File: config.mk
export PLATFORM = sky130hd
export DESIGN_NAME = regfile_wb_arbiter_flat
export DESIGN_NICKNAME = d
export VERILOG_FILES = /design/src/rtl/regfile_wb_arbiter_if.sv /design/src/rtl/regfile_wb_arbiter.sv /design/src/flat_wrapper.sv
export SDC_FILE = /design/constraint.sdc
export NUM_CORES = 1
export LEC_CHECK = 0
export BUFFER_PORTS_ARGS = -buffer_cell sky130_fd_sc_hd__buf_2
export CORE_MARGIN = 10
export CORE_UTILIZATION = 51
export DETAILED_ROUTE_END_ITERATION = 16
export GPL_TIMING_DRIVEN = 0
export HOLD_SLACK_MARGIN = 0.1
export PLACE_DENSITY = 0.81
export RECOVER_POWER = 100
export SYNTH_ARGS = -nofsm -noshare
export SYNTH_HDL_FRONTEND = slang
export SYNTH_SLANG_ARGS = --single-unit
File: constraint.sdc
create_clock -name clk -period 3.1 [get_ports clk]
set_input_delay 0.465 -clock clk [delete_from_list [all_inputs] [get_ports clk]]
set_output_delay 0.465 -clock clk [all_outputs]
set_load 0.05 [all_outputs]
File: src/rtl/regfile_wb_arbiter_if.sv
`default_nettype none
// ============================================================================
//  Module   : regfile_wb_arbiter_if
//  Purpose  : Bundle of the writeback-arbiter signals: pipeline writeback,
//             multi-cycle result return, decode hazard/forwarding and
//             register-file write port.
//  Revision : 1.0 - initial release
// ============================================================================
interface regfile_wb_arbiter_if;
    logic        stallW;
    logic        p_we;
    logic [4:0]  p_wa;
    logic [31:0] p_wd;
    logic        m_issue;
    logic [4:0]  m_issue_wa;
    logic        m_valid;
    logic [4:0]  m_wa;
    logic [31:0] m_wd;
    logic        m_ready;
    logic [4:0]  ra1;
    logic [4:0]  ra2;
    logic [4:0]  dst;
    logic        hazard;
    logic        fwd1_v;
    logic        fwd2_v;
    logic [31:0] fwd1_d;
    logic [31:0] fwd2_d;
    logic        issue_err;
    logic        we3;
    logic [4:0]  wa3;
    logic [31:0] wd3;

    modport master (
        output stallW, p_we, p_wa, p_wd,
        output m_issue, m_issue_wa, m_valid, m_wa, m_wd,
        output ra1, ra2, dst,
        input  m_ready, hazard, fwd1_v, fwd2_v, fwd1_d, fwd2_d,
        input  issue_err, we3, wa3, wd3
    );

    modport slave (
        input  stallW, p_we, p_wa, p_wd,
        input  m_issue, m_issue_wa, m_valid, m_wa, m_wd,
        input  ra1, ra2, dst,
        output m_ready, hazard, fwd1_v, fwd2_v, fwd1_d, fwd2_d,
        output issue_err, we3, wa3, wd3
    );
endinterface
`default_nettype wire

File: src/rtl/regfile_wb_arbiter.sv
`default_nettype none
// ============================================================================
//  Module   : regfile_wb_arbiter
//  Purpose  : Shares the register-file write port between the pipeline and a
//             small FIFO of long-latency results; tracks pending destinations
//             for decode hazards. Optional buffer forwarding: REGFILE_WB_FWD_EN.
//  Revision : 1.0 - initial release
// ============================================================================
module regfile_wb_arbiter #(
    parameter int BUF_DEPTH = 2
) (
    input  logic                 clk,
    input  logic                 rst,
    regfile_wb_arbiter_if.slave  bus
);

    localparam int                   c_PTR_W    = $clog2(BUF_DEPTH);
    localparam int                   c_CNT_W    = c_PTR_W + 1;
    localparam logic [c_PTR_W-1:0]   c_LAST_PTR = c_PTR_W'(BUF_DEPTH - 1);
    localparam logic [c_CNT_W-1:0]   c_FULL_CNT = c_CNT_W'(BUF_DEPTH);

    logic [4:0]          r_buf_wa [BUF_DEPTH];
    logic [31:0]         r_buf_wd [BUF_DEPTH];
    logic [c_PTR_W-1:0]  r_wr_ptr;
    logic [c_PTR_W-1:0]  r_rd_ptr;
    logic [c_CNT_W-1:0]  r_count;
    logic [31:1]         r_pending;
    logic                r_issue_err;

    logic                w_full;
    logic                w_empty;
    logic                w_pipe_grant;
    logic                w_drain;
    logic                w_m_ready;
    logic                w_accept;
    logic                w_push;
    logic                w_issue;
    logic                w_issue_dup;
    logic [31:0]         w_pending;
    logic [31:1]         w_pending_nxt;
    logic [4:0]          w_head_wa;
    logic [31:0]         w_head_wd;
    logic                w_fwd1_hit;
    logic                w_fwd2_hit;
    logic [31:0]         w_fwd1_data;
    logic [31:0]         w_fwd2_data;

    function automatic logic [c_PTR_W-1:0] ptr_inc(input logic [c_PTR_W-1:0] p);
        return (p == c_LAST_PTR) ? '0 : p + 1'b1;
    endfunction

    // ------------------------------------------------------------------
    // Write-port arbitration: pipeline first, buffer head otherwise
    // ------------------------------------------------------------------
    assign w_full       = (r_count == c_FULL_CNT);
    assign w_empty      = (r_count == '0);
    assign w_head_wa    = r_buf_wa[r_rd_ptr];
    assign w_head_wd    = r_buf_wd[r_rd_ptr];
    assign w_pipe_grant = ~rst & bus.p_we & ~bus.stallW & (bus.p_wa != 5'd0);
    assign w_drain      = ~rst & ~w_pipe_grant & ~w_empty;

    assign bus.we3 = w_pipe_grant | w_drain;
    assign bus.wa3 = w_pipe_grant ? bus.p_wa : (w_drain ? w_head_wa : 5'd0);
    assign bus.wd3 = w_pipe_grant ? bus.p_wd : (w_drain ? w_head_wd : 32'd0);

    // Ready uses the count before this cycle's pop, so a full buffer
    // refuses a result even while it is draining.
    assign w_m_ready   = ~rst & ~w_full;
    assign bus.m_ready = w_m_ready;
    assign w_accept    = bus.m_valid & w_m_ready;
    assign w_push      = w_accept & (bus.m_wa != 5'd0);

    always_ff @(posedge clk) begin
        if (rst) begin
            r_wr_ptr <= '0;
            r_rd_ptr <= '0;
            r_count  <= '0;
        end else begin
            if (w_push) begin
                r_wr_ptr <= ptr_inc(r_wr_ptr);
            end
            if (w_drain) begin
                r_rd_ptr <= ptr_inc(r_rd_ptr);
            end
            case ({w_push, w_drain})
                2'b10:   r_count <= r_count + 1'b1;
                2'b01:   r_count <= r_count - 1'b1;
                default: r_count <= r_count;
            endcase
        end
    end

    always_ff @(posedge clk) begin
        if (w_push) begin
            r_buf_wa[r_wr_ptr] <= bus.m_wa;
            r_buf_wd[r_wr_ptr] <= bus.m_wd;
        end
    end

    // ------------------------------------------------------------------
    // Pending-destination scoreboard; an issue set beats a drain clear
    // ------------------------------------------------------------------
    assign w_pending   = {r_pending, 1'b0};
    assign w_issue     = bus.m_issue & (bus.m_issue_wa != 5'd0);
    assign w_issue_dup = w_issue & w_pending[bus.m_issue_wa];

    always_comb begin
        w_pending_nxt = r_pending;
        for (int b = 1; b < 32; b++) begin
            if (w_drain && (w_head_wa == 5'(b))) begin
                w_pending_nxt[b] = 1'b0;
            end
            if (w_issue && (bus.m_issue_wa == 5'(b))) begin
                w_pending_nxt[b] = 1'b1;
            end
        end
    end

    always_ff @(posedge clk) begin
        if (rst) begin
            r_pending   <= '0;
            r_issue_err <= 1'b0;
        end else begin
            r_pending   <= w_pending_nxt;
            r_issue_err <= r_issue_err | w_issue_dup;
        end
    end

    assign bus.issue_err = r_issue_err;

    // ------------------------------------------------------------------
    // Forwarding from the result buffer
    // ------------------------------------------------------------------
`ifdef REGFILE_WB_FWD_EN
    logic [c_PTR_W-1:0] w_fwd_idx;

    // Walk oldest to youngest so the youngest match is the one kept.
    always_comb begin
        w_fwd1_hit  = 1'b0;
        w_fwd2_hit  = 1'b0;
        w_fwd1_data = 32'd0;
        w_fwd2_data = 32'd0;
        w_fwd_idx   = r_rd_ptr;
        for (int i = 0; i < BUF_DEPTH; i++) begin
            w_fwd_idx = c_PTR_W'(int'(r_rd_ptr) + i);
            if (i < int'(r_count)) begin
                if ((bus.ra1 != 5'd0) && (r_buf_wa[w_fwd_idx] == bus.ra1)) begin
                    w_fwd1_hit  = 1'b1;
                    w_fwd1_data = r_buf_wd[w_fwd_idx];
                end
                if ((bus.ra2 != 5'd0) && (r_buf_wa[w_fwd_idx] == bus.ra2)) begin
                    w_fwd2_hit  = 1'b1;
                    w_fwd2_data = r_buf_wd[w_fwd_idx];
                end
            end
        end
    end
`else
    assign w_fwd1_hit  = 1'b0;
    assign w_fwd2_hit  = 1'b0;
    assign w_fwd1_data = 32'd0;
    assign w_fwd2_data = 32'd0;
`endif

    assign bus.fwd1_v = ~rst & w_fwd1_hit;
    assign bus.fwd2_v = ~rst & w_fwd2_hit;
    assign bus.fwd1_d = w_fwd1_data;
    assign bus.fwd2_d = w_fwd2_data;

    // Only registered state feeds the hazard, keeping it free of the
    // issue/valid inputs; the dst term is never hidden by forwarding.
    assign bus.hazard = ~rst & ((w_pending[bus.ra1] & ~w_fwd1_hit) |
                                (w_pending[bus.ra2] & ~w_fwd2_hit) |
                                 w_pending[bus.dst]);

endmodule
`default_nettype wire

File: src/flat_wrapper.sv
// flat-port wrapper written by rule: the top's interface ports become plain ports
module regfile_wb_arbiter_flat 
#(
    parameter int BUF_DEPTH = 2
)
  (clk, rst, bus_stallW, bus_p_we, bus_p_wa, bus_p_wd, bus_m_issue, bus_m_issue_wa, bus_m_valid, bus_m_wa, bus_m_wd, bus_ra1, bus_ra2, bus_dst, bus_m_ready, bus_hazard, bus_fwd1_v, bus_fwd2_v, bus_fwd1_d, bus_fwd2_d, bus_issue_err, bus_we3, bus_wa3, bus_wd3);
  regfile_wb_arbiter_if bus_i ();
  input  logic clk;
  input  logic rst;
  input wire logic [$bits(bus_i.stallW)-1:0] bus_stallW;
  input wire logic [$bits(bus_i.p_we)-1:0] bus_p_we;
  input wire logic [$bits(bus_i.p_wa)-1:0] bus_p_wa;
  input wire logic [$bits(bus_i.p_wd)-1:0] bus_p_wd;
  input wire logic [$bits(bus_i.m_issue)-1:0] bus_m_issue;
  input wire logic [$bits(bus_i.m_issue_wa)-1:0] bus_m_issue_wa;
  input wire logic [$bits(bus_i.m_valid)-1:0] bus_m_valid;
  input wire logic [$bits(bus_i.m_wa)-1:0] bus_m_wa;
  input wire logic [$bits(bus_i.m_wd)-1:0] bus_m_wd;
  input wire logic [$bits(bus_i.ra1)-1:0] bus_ra1;
  input wire logic [$bits(bus_i.ra2)-1:0] bus_ra2;
  input wire logic [$bits(bus_i.dst)-1:0] bus_dst;
  output wire logic [$bits(bus_i.m_ready)-1:0] bus_m_ready;
  output wire logic [$bits(bus_i.hazard)-1:0] bus_hazard;
  output wire logic [$bits(bus_i.fwd1_v)-1:0] bus_fwd1_v;
  output wire logic [$bits(bus_i.fwd2_v)-1:0] bus_fwd2_v;
  output wire logic [$bits(bus_i.fwd1_d)-1:0] bus_fwd1_d;
  output wire logic [$bits(bus_i.fwd2_d)-1:0] bus_fwd2_d;
  output wire logic [$bits(bus_i.issue_err)-1:0] bus_issue_err;
  output wire logic [$bits(bus_i.we3)-1:0] bus_we3;
  output wire logic [$bits(bus_i.wa3)-1:0] bus_wa3;
  output wire logic [$bits(bus_i.wd3)-1:0] bus_wd3;
  assign bus_i.stallW = bus_stallW;
  assign bus_i.p_we = bus_p_we;
  assign bus_i.p_wa = bus_p_wa;
  assign bus_i.p_wd = bus_p_wd;
  assign bus_i.m_issue = bus_m_issue;
  assign bus_i.m_issue_wa = bus_m_issue_wa;
  assign bus_i.m_valid = bus_m_valid;
  assign bus_i.m_wa = bus_m_wa;
  assign bus_i.m_wd = bus_m_wd;
  assign bus_i.ra1 = bus_ra1;
  assign bus_i.ra2 = bus_ra2;
  assign bus_i.dst = bus_dst;
  assign bus_m_ready = bus_i.m_ready;
  assign bus_hazard = bus_i.hazard;
  assign bus_fwd1_v = bus_i.fwd1_v;
  assign bus_fwd2_v = bus_i.fwd2_v;
  assign bus_fwd1_d = bus_i.fwd1_d;
  assign bus_fwd2_d = bus_i.fwd2_d;
  assign bus_issue_err = bus_i.issue_err;
  assign bus_we3 = bus_i.we3;
  assign bus_wa3 = bus_i.wa3;
  assign bus_wd3 = bus_i.wd3;
  regfile_wb_arbiter #(.BUF_DEPTH(BUF_DEPTH)) u_core (.clk(clk), .rst(rst), .bus(bus_i));
endmodule
Yosys cells after proc, flatten, opt, wreduce, memory -nomap -nowiden:

Memories as Yosys holds them, arrays and structs flattened. A register that Yosys moved wholly into a read port is not among the register bits.
Index checks and enable logic that the tools add are counted.

* bits in registers: 36
* memory bits (writable): 74
* input port bits: 100
* output and inout port bits: 107
* word-level logic and storage cells: 311
* memories kept: 2

Memory list
* u_core.r_buf_wd: words 2, width 32, read ports 1, clocked after memory_dff 1, wr ports 1, line regfile_wb_arbiter.sv:23 `logic [31:0] r_buf_wd [BUF_DEPTH];`
* u_core.r_buf_wa: words 2, width 5, read ports 1, clocked after memory_dff 1, wr ports 1, line regfile_wb_arbiter.sv:22 `logic [4:0] r_buf_wa [BUF_DEPTH];`

* add/sub/neg operators: 4
* magnitude comparators: 4
* equal/unequal tests: 65
* muxes and demuxes: 83
* bitwise operators: 20
* reduce and logical (&&, ||, !) cells: 98

Operator list (number)
* $eq 5x5->1 const B: 32
* $eq 5x4->1 const B: 16
* $mux 1: 74
* $mux 32: 2
* $reduce_bool 2->1: 32
* $logic_and 1x1->1: 62
* $eq 5x3->1 const B: 8
* $lt 5x6->1 const B: 4
* $bmux 1 s5: 4
* $eq 5x2->1 const B: 4
* $reduce_bool 5->1: 3
* $and 1x1->1: 11
* $eq 5x1->1 const B: 2
* $mux 5: 2
* $not 1->1: 5
* $eq 2x2->1 const B: 2
* $or 1x1->1: 4
* $pmux 2 s2: 1
* $add 1x1->1 const B: 2
* $add 2x1->2 const B: 1
* $eq 2x1->1 const B: 1
* $logic_not 2->1: 1
* $sub 2x1->2 const B: 1

Logic depth before layout (Yosys ltp):

Gate-level depths: netlist of the first run.

* word-level depth: 10
* gate-level depth with buffers: 10
* gate-level depth less buffers: 8

Worst setup path before layout of the first run:

No wires, ideal clock.

* kind: input to register
* from: input rst
* to: memory u_core.r_buf_wa[0][0] (enable)
* library setup time: 431 ps
* arrival: 3265 ps
* setup slack: -597 ps
* stages on the path: 3
* path through: a21oi_1 > o211ai_1 > nor2_1

* word-level cells in the longest chain between the ends: 6

Ends and longest elaborated chain
* from (decl): line flat_wrapper.sv:9 `input logic rst;`
* $not 1->1: line regfile_wb_arbiter.sv:68 `assign w_m_ready = ~rst & ~w_full;`
* $and 1x1->1: line regfile_wb_arbiter.sv:68
* $and 1x1->1: line regfile_wb_arbiter.sv:70 `assign w_accept = bus.m_valid & w_m_ready;`
* $and 1x1->1: line regfile_wb_arbiter.sv:71 `assign w_push = w_accept & (bus.m_wa != 5'd0);`
* $mux 1: line regfile_wb_arbiter.sv:94 `if (w_push) begin`
* $mux 1 (implied by the code): line regfile_wb_arbiter.sv:95 `r_buf_wa[r_wr_ptr] <= bus.m_wa;`
* to (decl): line regfile_wb_arbiter.sv:22

Every way passes these cells.

Worst setup path after layout of the first run:

* from: input bus_p_wa[1]
* to: output bus_wd3[8]

* word-level cells in the longest chain between the ends: 7

Ends and longest elaborated chain
* from (decl): line flat_wrapper.sv:12 `input wire logic [$bits(bus_i.p_wa)-1:0] bus_p_wa;`
* $reduce_bool 5->1 *: line regfile_wb_arbiter.sv:59 `assign w_pipe_grant = ~rst & bus.p_we & ~bus.stallW & (bus.p_wa != 5'd0);`
* $and 1x1->1 *: line regfile_wb_arbiter.sv:59
* $not 1->1: line regfile_wb_arbiter.sv:60 `assign w_drain = ~rst & ~w_pipe_grant & ~w_empty;`
* $and 1x1->1 (2 in series): line regfile_wb_arbiter.sv:60
* $mux 32: line regfile_wb_arbiter.sv:64 `assign bus.wd3 = w_pipe_grant ? bus.p_wd : (w_drain ? w_head_wd : 32'd0);`
* $mux 32 *: line regfile_wb_arbiter.sv:64
* to (decl): line flat_wrapper.sv:31 `output wire logic [$bits(bus_i.wd3)-1:0] bus_wd3;`

Mark *: on every way between the ends. The rest lies on a longest branch, timed or not.

==> results of run 1 <==
[routing by layer]
| layer | vias up | GRT usage (%) | share of wire, % |
|---|---|---|---|
| li1 | 2419 | - | - |
| met1 | 2436 | 23.73 | 38 |
| met2 | 316 | 35.03 | 48 |
| met3 | 31 | 6.608 | 11 |
| met4 | 0 | 6.213 | 1.6 |
| met5 | - | 0 | 0 |
[state kept, by name, summed over array words and instances (netlist names), named ones only]
signal	flops
u_core.r_pending	31
u_core.r_rd_ptr	1
u_core.r_count	2
u_core.r_buf_wd	64
u_core.r_wr_ptr	1
u_core.r_buf_wa	10
u_core.bus.issue_err	1
[kinds of logic (layout without fill, tap and decap cells)]
kind of cell               count (synthesis)  count (layout)  share of synthesized area, %
DFF                                      111             111                         47.46
buffers and inverters                    103             257                         10.36
xor gates and xnor gates                   4               4                        0.5613
and+or+nand+nor                          146             146                         11.53
AOI/OAI and AO/OA                        131             131                         11.67
other                                      1              66                       0.06007
adders and majority gates                  1               1                        0.2004
muxes                                     79              79                         18.16
[worst register-to-register path: cells and delay by family (launching register included)]
family / cells / cell delay [ns]
compound gates: 2 / 0.44
buf+inv: 2 / 0.33
flops: 1 / 0.40
simple gates: 1 / 1.22
[power by group]
part	switching [W]	internal, W
combinational	0.000973	0.000384
clock	0.000565	0.000570
sequential	0.0000409	0.00166
[worst paths after layout]
kind	to	slack, ns
hold reg to reg	u_core.bus.issue_err$_SDFF_PP0_	0.49
setup reg to reg	u_core.r_buf_wd[1][28]$_DFFE_PP_	0.40
setup / recovery	bus_wd3[8]	0.10
hold / removal	u_core.r_buf_wd[0][31]$_DFFE_PP_	0.30
[Yosys cell counts (4+ instances only)]
| cell | instances | area (µm²) |
|---|---|---|
| a21oi_1 | 39 | 195.2 |
| a32oi_1 | 4 | 35.03 |
| buf_2 | 4 | 20.02 |
| buf_4 | 66 | 495.5 |
| clkbuf_1 | 18 | 67.56 |
| dfxtp_1 | 37 | 740.7 |
| edfxtp_1 | 74 | 2222 |
| inv_1 | 11 | 41.29 |
| mux2_2 | 4 | 45.04 |
| mux2i_1 | 48 | 480.5 |
| mux4_2 | 27 | 608.1 |
| nand2_1 | 78 | 292.8 |
| nand3b_1 | 4 | 30.03 |
| nor2_1 | 18 | 67.56 |
| nor2b_1 | 15 | 93.84 |
| nor3_1 | 4 | 20.02 |
| o21ai_0 | 30 | 150.1 |
| o21ai_1 | 40 | 200.2 |
| or4b_1 | 4 | 40.04 |
| or4b_4 | 4 | 55.05 |
[cells in the final DEF, fill, tap and decap left out, types with 27 or more instances in the layout]
cell      count
clkbuf_2     37
mux2i_1      48
clkbuf_1     40
edfxtp_1     74
buf_2        82
a21oi_1      39
dfxtp_1      37
o21ai_1      42
buf_4        66
conb_1       66
mux4_2       27
nand2_1      78
o21ai_0      28
[through the flow]
stage                     total power (W)  hold slack, ns  cells  utilization [%]
after floorplan                  0.002757          0.4718    641                -
after global placement           0.003057          0.4702    924            61.20
after detailed placement         0.003101          0.4700    926            61.78
after CTS                        0.004212          0.2902    942            64.32
after global routing             0.004357          0.2924    942            63.91
final                            0.004196          0.2979    942            63.91
[timing repair]
item,in CTS,in global routing
setup endpoints to repair,33,17
endpoints found under the hold margin,0,0
pin swaps,0,0
cloned,0,0
resized for setup,1,9
[area by class of cell]
class / count / area, µm²
sequential: 111 / 2963
fill: 970 / 4335
clock buffer: 9 / 225.2
inverter: 11 / 41.29
timing repair buffer: 138 / 704.4
multi-input combinational: 427 / 2873
clock inverter: 7 / 75.07
tap: 147 / 183.9
buffer: 92 / 610.6
==> run_results.csv, run 1 <==
group,metric,value,unit
status,outcome,"finished, violations left",
status,violations,"capacitance limit, slew limit",
setup_path,crit_path_start_kind,"input pin",
setup_path,cp_max_fo,10,
floorplan,dieArea,17070,µm²
setup_path,cpLargestDelayFamily,"buffers and inverters",
job,drv_cap,2,
sta,clock_skew,0.009003,ns
global_route,grt_pass1_wl,27.64,mm
route,drc,0,
power,power.density,546.6,nW/µm²
global_route,grt_pass1_vias,5406,
sta,finalSetupTns,0,ns
setup_path,crit_start,"bus_p_wa[1]",
synthesis,synth_area_per_cell,10.84,µm²
finish,syn_to_final_growth,22.97,%
hold_path,min_from,"bus_m_wd[31]",
floorplan,die-width,130.6,µm
clocking,cts.sink_count,111,
sta,drv_slew,30,
clocking,ctsHoldBuffers,0,
route,detail-route-antenna-nets,0,
sta,rsz0062_at_grt,"false",
floorplan,io_pins,207,
power,p_leak,3.026,nW
sta,postLayoutSetupSlackWorst,0.1011,ns
route,wirelength,18.11,mm
setup_path,critPathArrivalTime,2.53,ns
synthesis,synthCells,576,
global_route,track_usage,20.38,%
placed_design,gp_congestion,0.9148,
synthesis,synth-seq-cells,111,
route,first_pass_iters,5,
setup_path,critPathRequiredTime,2.63,ns
clocking,clk_pin_slew,0.08,ns
synthesis,yosys_warnings,0,
floorplan,start_util,51.97,%
setup_path,reg2reg_from,"u_core.r_count[0]$_SDFFE_PP0P_",
hold_path,hold_depth,1,
finish,antennaDiodeCount,0,
route,drt-initial-drc-count,428,
placed_design,place_area,7421,µm²
placed_design,dp_hpwl,14.42,mm
setup_path,critical_path.max_stage_delay,0.51,ns
clocking,cts_made_buffers,9,
sta,finalCritPeriodShare,96.74,%
sta,final-setup-viol-count,0,
setup_path,end_kind,"output pin",
clocking,insertion_delay,0.35,ns
setup_path,cp.depth,8,
setup_path,crit_chain,"buf_2 -> or4_1 -> o21a_1 -> nand2b_1 -> buf_2 -> buf_2 -> o21ai_1 -> clkbuf_2",
placed_design,dp_slack,-0.3523,ns
setup_path,path_buf_inv,4,
clocking,clk_root_buffer_cell,"clkbuf_16",
finish,design_area,7676,µm²
finish,drive_above_1_share,29.81,%
synthesis,synth_edf_count,74,
sta,max_freq,0.3335,GHz
hold_path,hold_class,"input pin to flip-flop",
setup_path,ff2ff_path_depth,5,
synthesis,synth_area,6242,µm²
clocking,cts-htree-levels,3,
global_route,antenna_found_initial,0,
global_route,grt_max_degree,24,
route,vias,5202,
clocking,cts_tree,"yes",
placed_design,io_buffers,136,
route,wire_per_inst,19.22,µm
floorplan,core,12010,µm²
synthesis,ys.flop_type,"edfxtp_1",
floorplan,row_count,40,
clocking,post_cts_buffers,0,
synthesis,async_reset_ff_share,0,%
global_route,grt-ovfl-total,0,
sta,slew-limit-headroom,-5.608,%
power,ir_drop,0.0004737,V
route,vias_per_cell,5.522,
synthesis,ys_types,47,
setup_path,cp_slowest_cell,"or4_1",
setup_path,cpMostUsedCell,"buf_2",
finish,nets,891,
sta,fin_crit,2.999,ns
setup_path,worst-setup-path-type,"input pin to output pin",
sta,finalHoldViolCount,0,
synthesis,ys_seq_area_share,47.46,%
sta,worstMarginPinSlew,1.578,ns
clocking,cts_buffer_depth,2,
floorplan,dieHeight,130.6,µm
(Power assumes the default switching activity.)
==> run 2: changes to the inputs <==
- CELL_PAD_IN_SITES_DETAIL_PLACEMENT: unset -> 1
- CELL_PAD_IN_SITES_GLOBAL_PLACEMENT: unset -> 1
- CORE_UTILIZATION: 51 -> 39
- CTS_CLUSTER_DIAMETER: unset -> 60
- PLACE_DENSITY: 0.81 -> unset
- PLACE_DENSITY_LB_ADDON: unset -> 0.1
==> run 2 against run 1 <==
Against the previous run: the flow now finishes without violations; cell area increased by 0.52%; total power grew 1.5%; clock power rose by 6%; largest cell class unchanged; combinational power hardly changed; clock skew down 0.0015 ns; clock-buffer cell count up 1.
==> run_results.csv, run 2 (same netlist as run 1, synthesis figures left out) <==
group,metric,value,unit
finish,multi_input_area,2867,µm²
setup_path,cpLargestDelayFamily,"compound AO/OA/AOI/OAI gates",
route,first_pass_iters,5,
finish,syn_to_final_growth,23.61,%
sta,finalHoldViolCount,0,
sta,rsz0062_at_grt,"false",
floorplan,row_count,46,
floorplan,io_pins,207,
route,vias_per_cell,5.040,
sta,final-setup-viol-count,0,
setup_path,worst-setup-path-type,"input pin to output pin",
clocking,ctsHoldBuffers,0,
sta,max_freq,0.3331,GHz
floorplan,core,15770,µm²
floorplan,die-width,146.5,µm
route,drt-initial-drc-count,234,
setup_path,crit_chain,"buf_2 -> buf_2 -> mux2_2 -> o311ai_0 -> nor3_1 -> a2111oi_0 -> a41oi_1 -> buf_2",
route,drc,0,
route,detail-route-antenna-nets,0,
finish,reg_top3,"u_core.r_buf_wd (64), u_core.r_pending (31), u_core.r_buf_wa (10)",
route,wirelength,19.85,mm
setup_path,critPathRequiredTime,2.63,ns
setup_path,end_kind,"output pin",
sta,fin_crit,3.002,ns
setup_path,cpMostUsedCell,"buf_2",
global_route,grt_pass1_vias,5694,
clocking,insertion_delay,0.35,ns
finish,largest_reg_flops,64,
placed_design,dp_hpwl,16.04,mm
sta,clock_skew,0.007528,ns
job,drv_cap,0,
setup_path,critical_path.max_stage_delay,0.40,ns
clocking,clk_pin_slew,0.08,ns
finish,final_cell_mix,"nand2_1, buf_2, edfxtp_1, buf_4, conb_1",
floorplan,dieArea,21470,µm²
clocking,cts_buffer_depth,2,
finish,design_area,7716,µm²
setup_path,crit_path_start_kind,"input pin",
global_route,grt_max_degree,32,
placed_design,io_buffers,136,
power,power.density,552.1,nW/µm²
sta,worstMarginPinSlew,0.8626,ns
setup_path,critPathArrivalTime,2.54,ns
sta,slew-limit-headroom,42.49,%
setup_path,cp_slowest_cell,"a2111oi_0",
finish,drive_above_1_share,29.18,%
finish,seq_area,2963,µm²
clocking,cts-htree-levels,3,
sta,drv_slew,0,
finish,nets,891,
clocking,clk_root_buffer_cell,"clkbuf_16",
finish,fillCellCount,1868,
finish,layout_commonest_cell,"nand2_1",
floorplan,start_util,39.58,%
power,p_leak,3.010,nW
status,outcome,"complete, no violations",
hold_path,hold_class,"input pin to flip-flop",
route,wire_per_inst,19.62,µm
global_route,antenna_found_initial,3,
sta,finalCritPeriodShare,96.83,%
setup_path,path_buf_inv,3,
global_route,grt_pass1_wl,31.39,mm
clocking,cts_tree,"yes",
sta,finalSetupTns,0,ns
global_route,track_usage,18.08,%
placed_design,place_area,7492,µm²
floorplan,dieHeight,146.5,µm
global_route,grt-ovfl-total,0,
power,ir_drop,0.0004435,V
finish,largest-register,"u_core.r_buf_wd",
clocking,cts_made_buffers,9,
route,vias,5100,
setup_path,cp_max_fo,10,
clocking,cts.sink_count,111,
placed_design,gp_congestion,0.9119,
-- run 2: cell types whose count changed in the layout (fill, tap and decap cells not counted), moves of 2 or more --
cell      delta
buf_2        -8
inv_8        +2
clkbuf_1     +6
inv_6        -3
clkinv_4     +2
clkbuf_2     +6
buf_16       -2
clkinv_8     -2
-- run 2: timing repair --
item,4_1_cts,5_1_grt
gates cloned,0,0
gates resized for setup,4,3
buffers inserted,0,0
setup endpoints to repair,17,34
-- run 2: worst reg2reg max path: cells and delay by family, from the launching register on --
| family | cells | cell delay (ns) |
|---|---|---|
| compound gates | 2 | 0.45 |
| buf+inv | 2 | 0.83 |
| flops | 1 | 0.41 |
| simple gates | 1 | 0.58 |
-- run 2: path summary, 6_finish.rpt --
path	from	endpoint	slack, ns	cells past startpoint
worst min register to register	u_core.bus.issue_err$_SDFF_PP0_	u_core.bus.issue_err$_SDFF_PP0_	0.48	2
worst min-delay path	bus_m_wd[10]	u_core.r_buf_wd[0][10]$_DFFE_PP_	0.30	1
worst max register to register	u_core.r_count[0]$_SDFFE_PP0P_	u_core.r_buf_wd[1][19]$_DFFE_PP_	0.44	5
worst max-delay path	bus_ra2[2]	bus_hazard	0.1	8
-- run 2: layer usage --
metal	share of wire, %	routed length (µm)	vias to the layer above	track usage [%]
met3	7.8	1551	19	5.933
met4	1.4	287	2	5.756
met5	0.086	17	-	0
met1	41	8210	2469	21.24
met2	49	9787	189	30.57
li1	-	-	2421	-
-- run 2: area by class of cell --
class | instances | share of cell area, %
Clock buffer | 10 | 2.967
Multi-Input combinational cell | 427 | 37.15
Timing Repair Buffer | 138 | 8.464
Antenna cell | 1 | 0.03243
Tap cell | 216 | 3.503
Clock inverter | 6 | 1.022
Inverter | 11 | 0.5351
Buffer | 92 | 7.929
Sequential cell | 111 | 38.40
-- run 2: power breakdown --
part           total (W)  switching (W)  internal, W
registers        0.00171      0.0000417      0.00166
clock network    0.00120       0.000553     0.000643
logic            0.00136       0.000983     0.000375
total            0.00426        0.00158      0.00268
-- run 2: stage by stage --
stage	hold slack (ns)	setup slack, ns	std cells	util (%)	total power (W)
3_3_place_gp	0.4647	-0.9377	993	47.16	0.003084
2_1_floorplan	0.4718	-0.5967	641	-	0.002757
6_report	0.2972	0.09814	1012	48.93	0.004260
5_1_grt	0.2921	0.02149	1012	48.93	0.004457
3_5_place_dp	0.4673	-0.1158	995	47.51	0.003125
4_1_cts	0.2821	0.007544	1011	49.49	0.004326
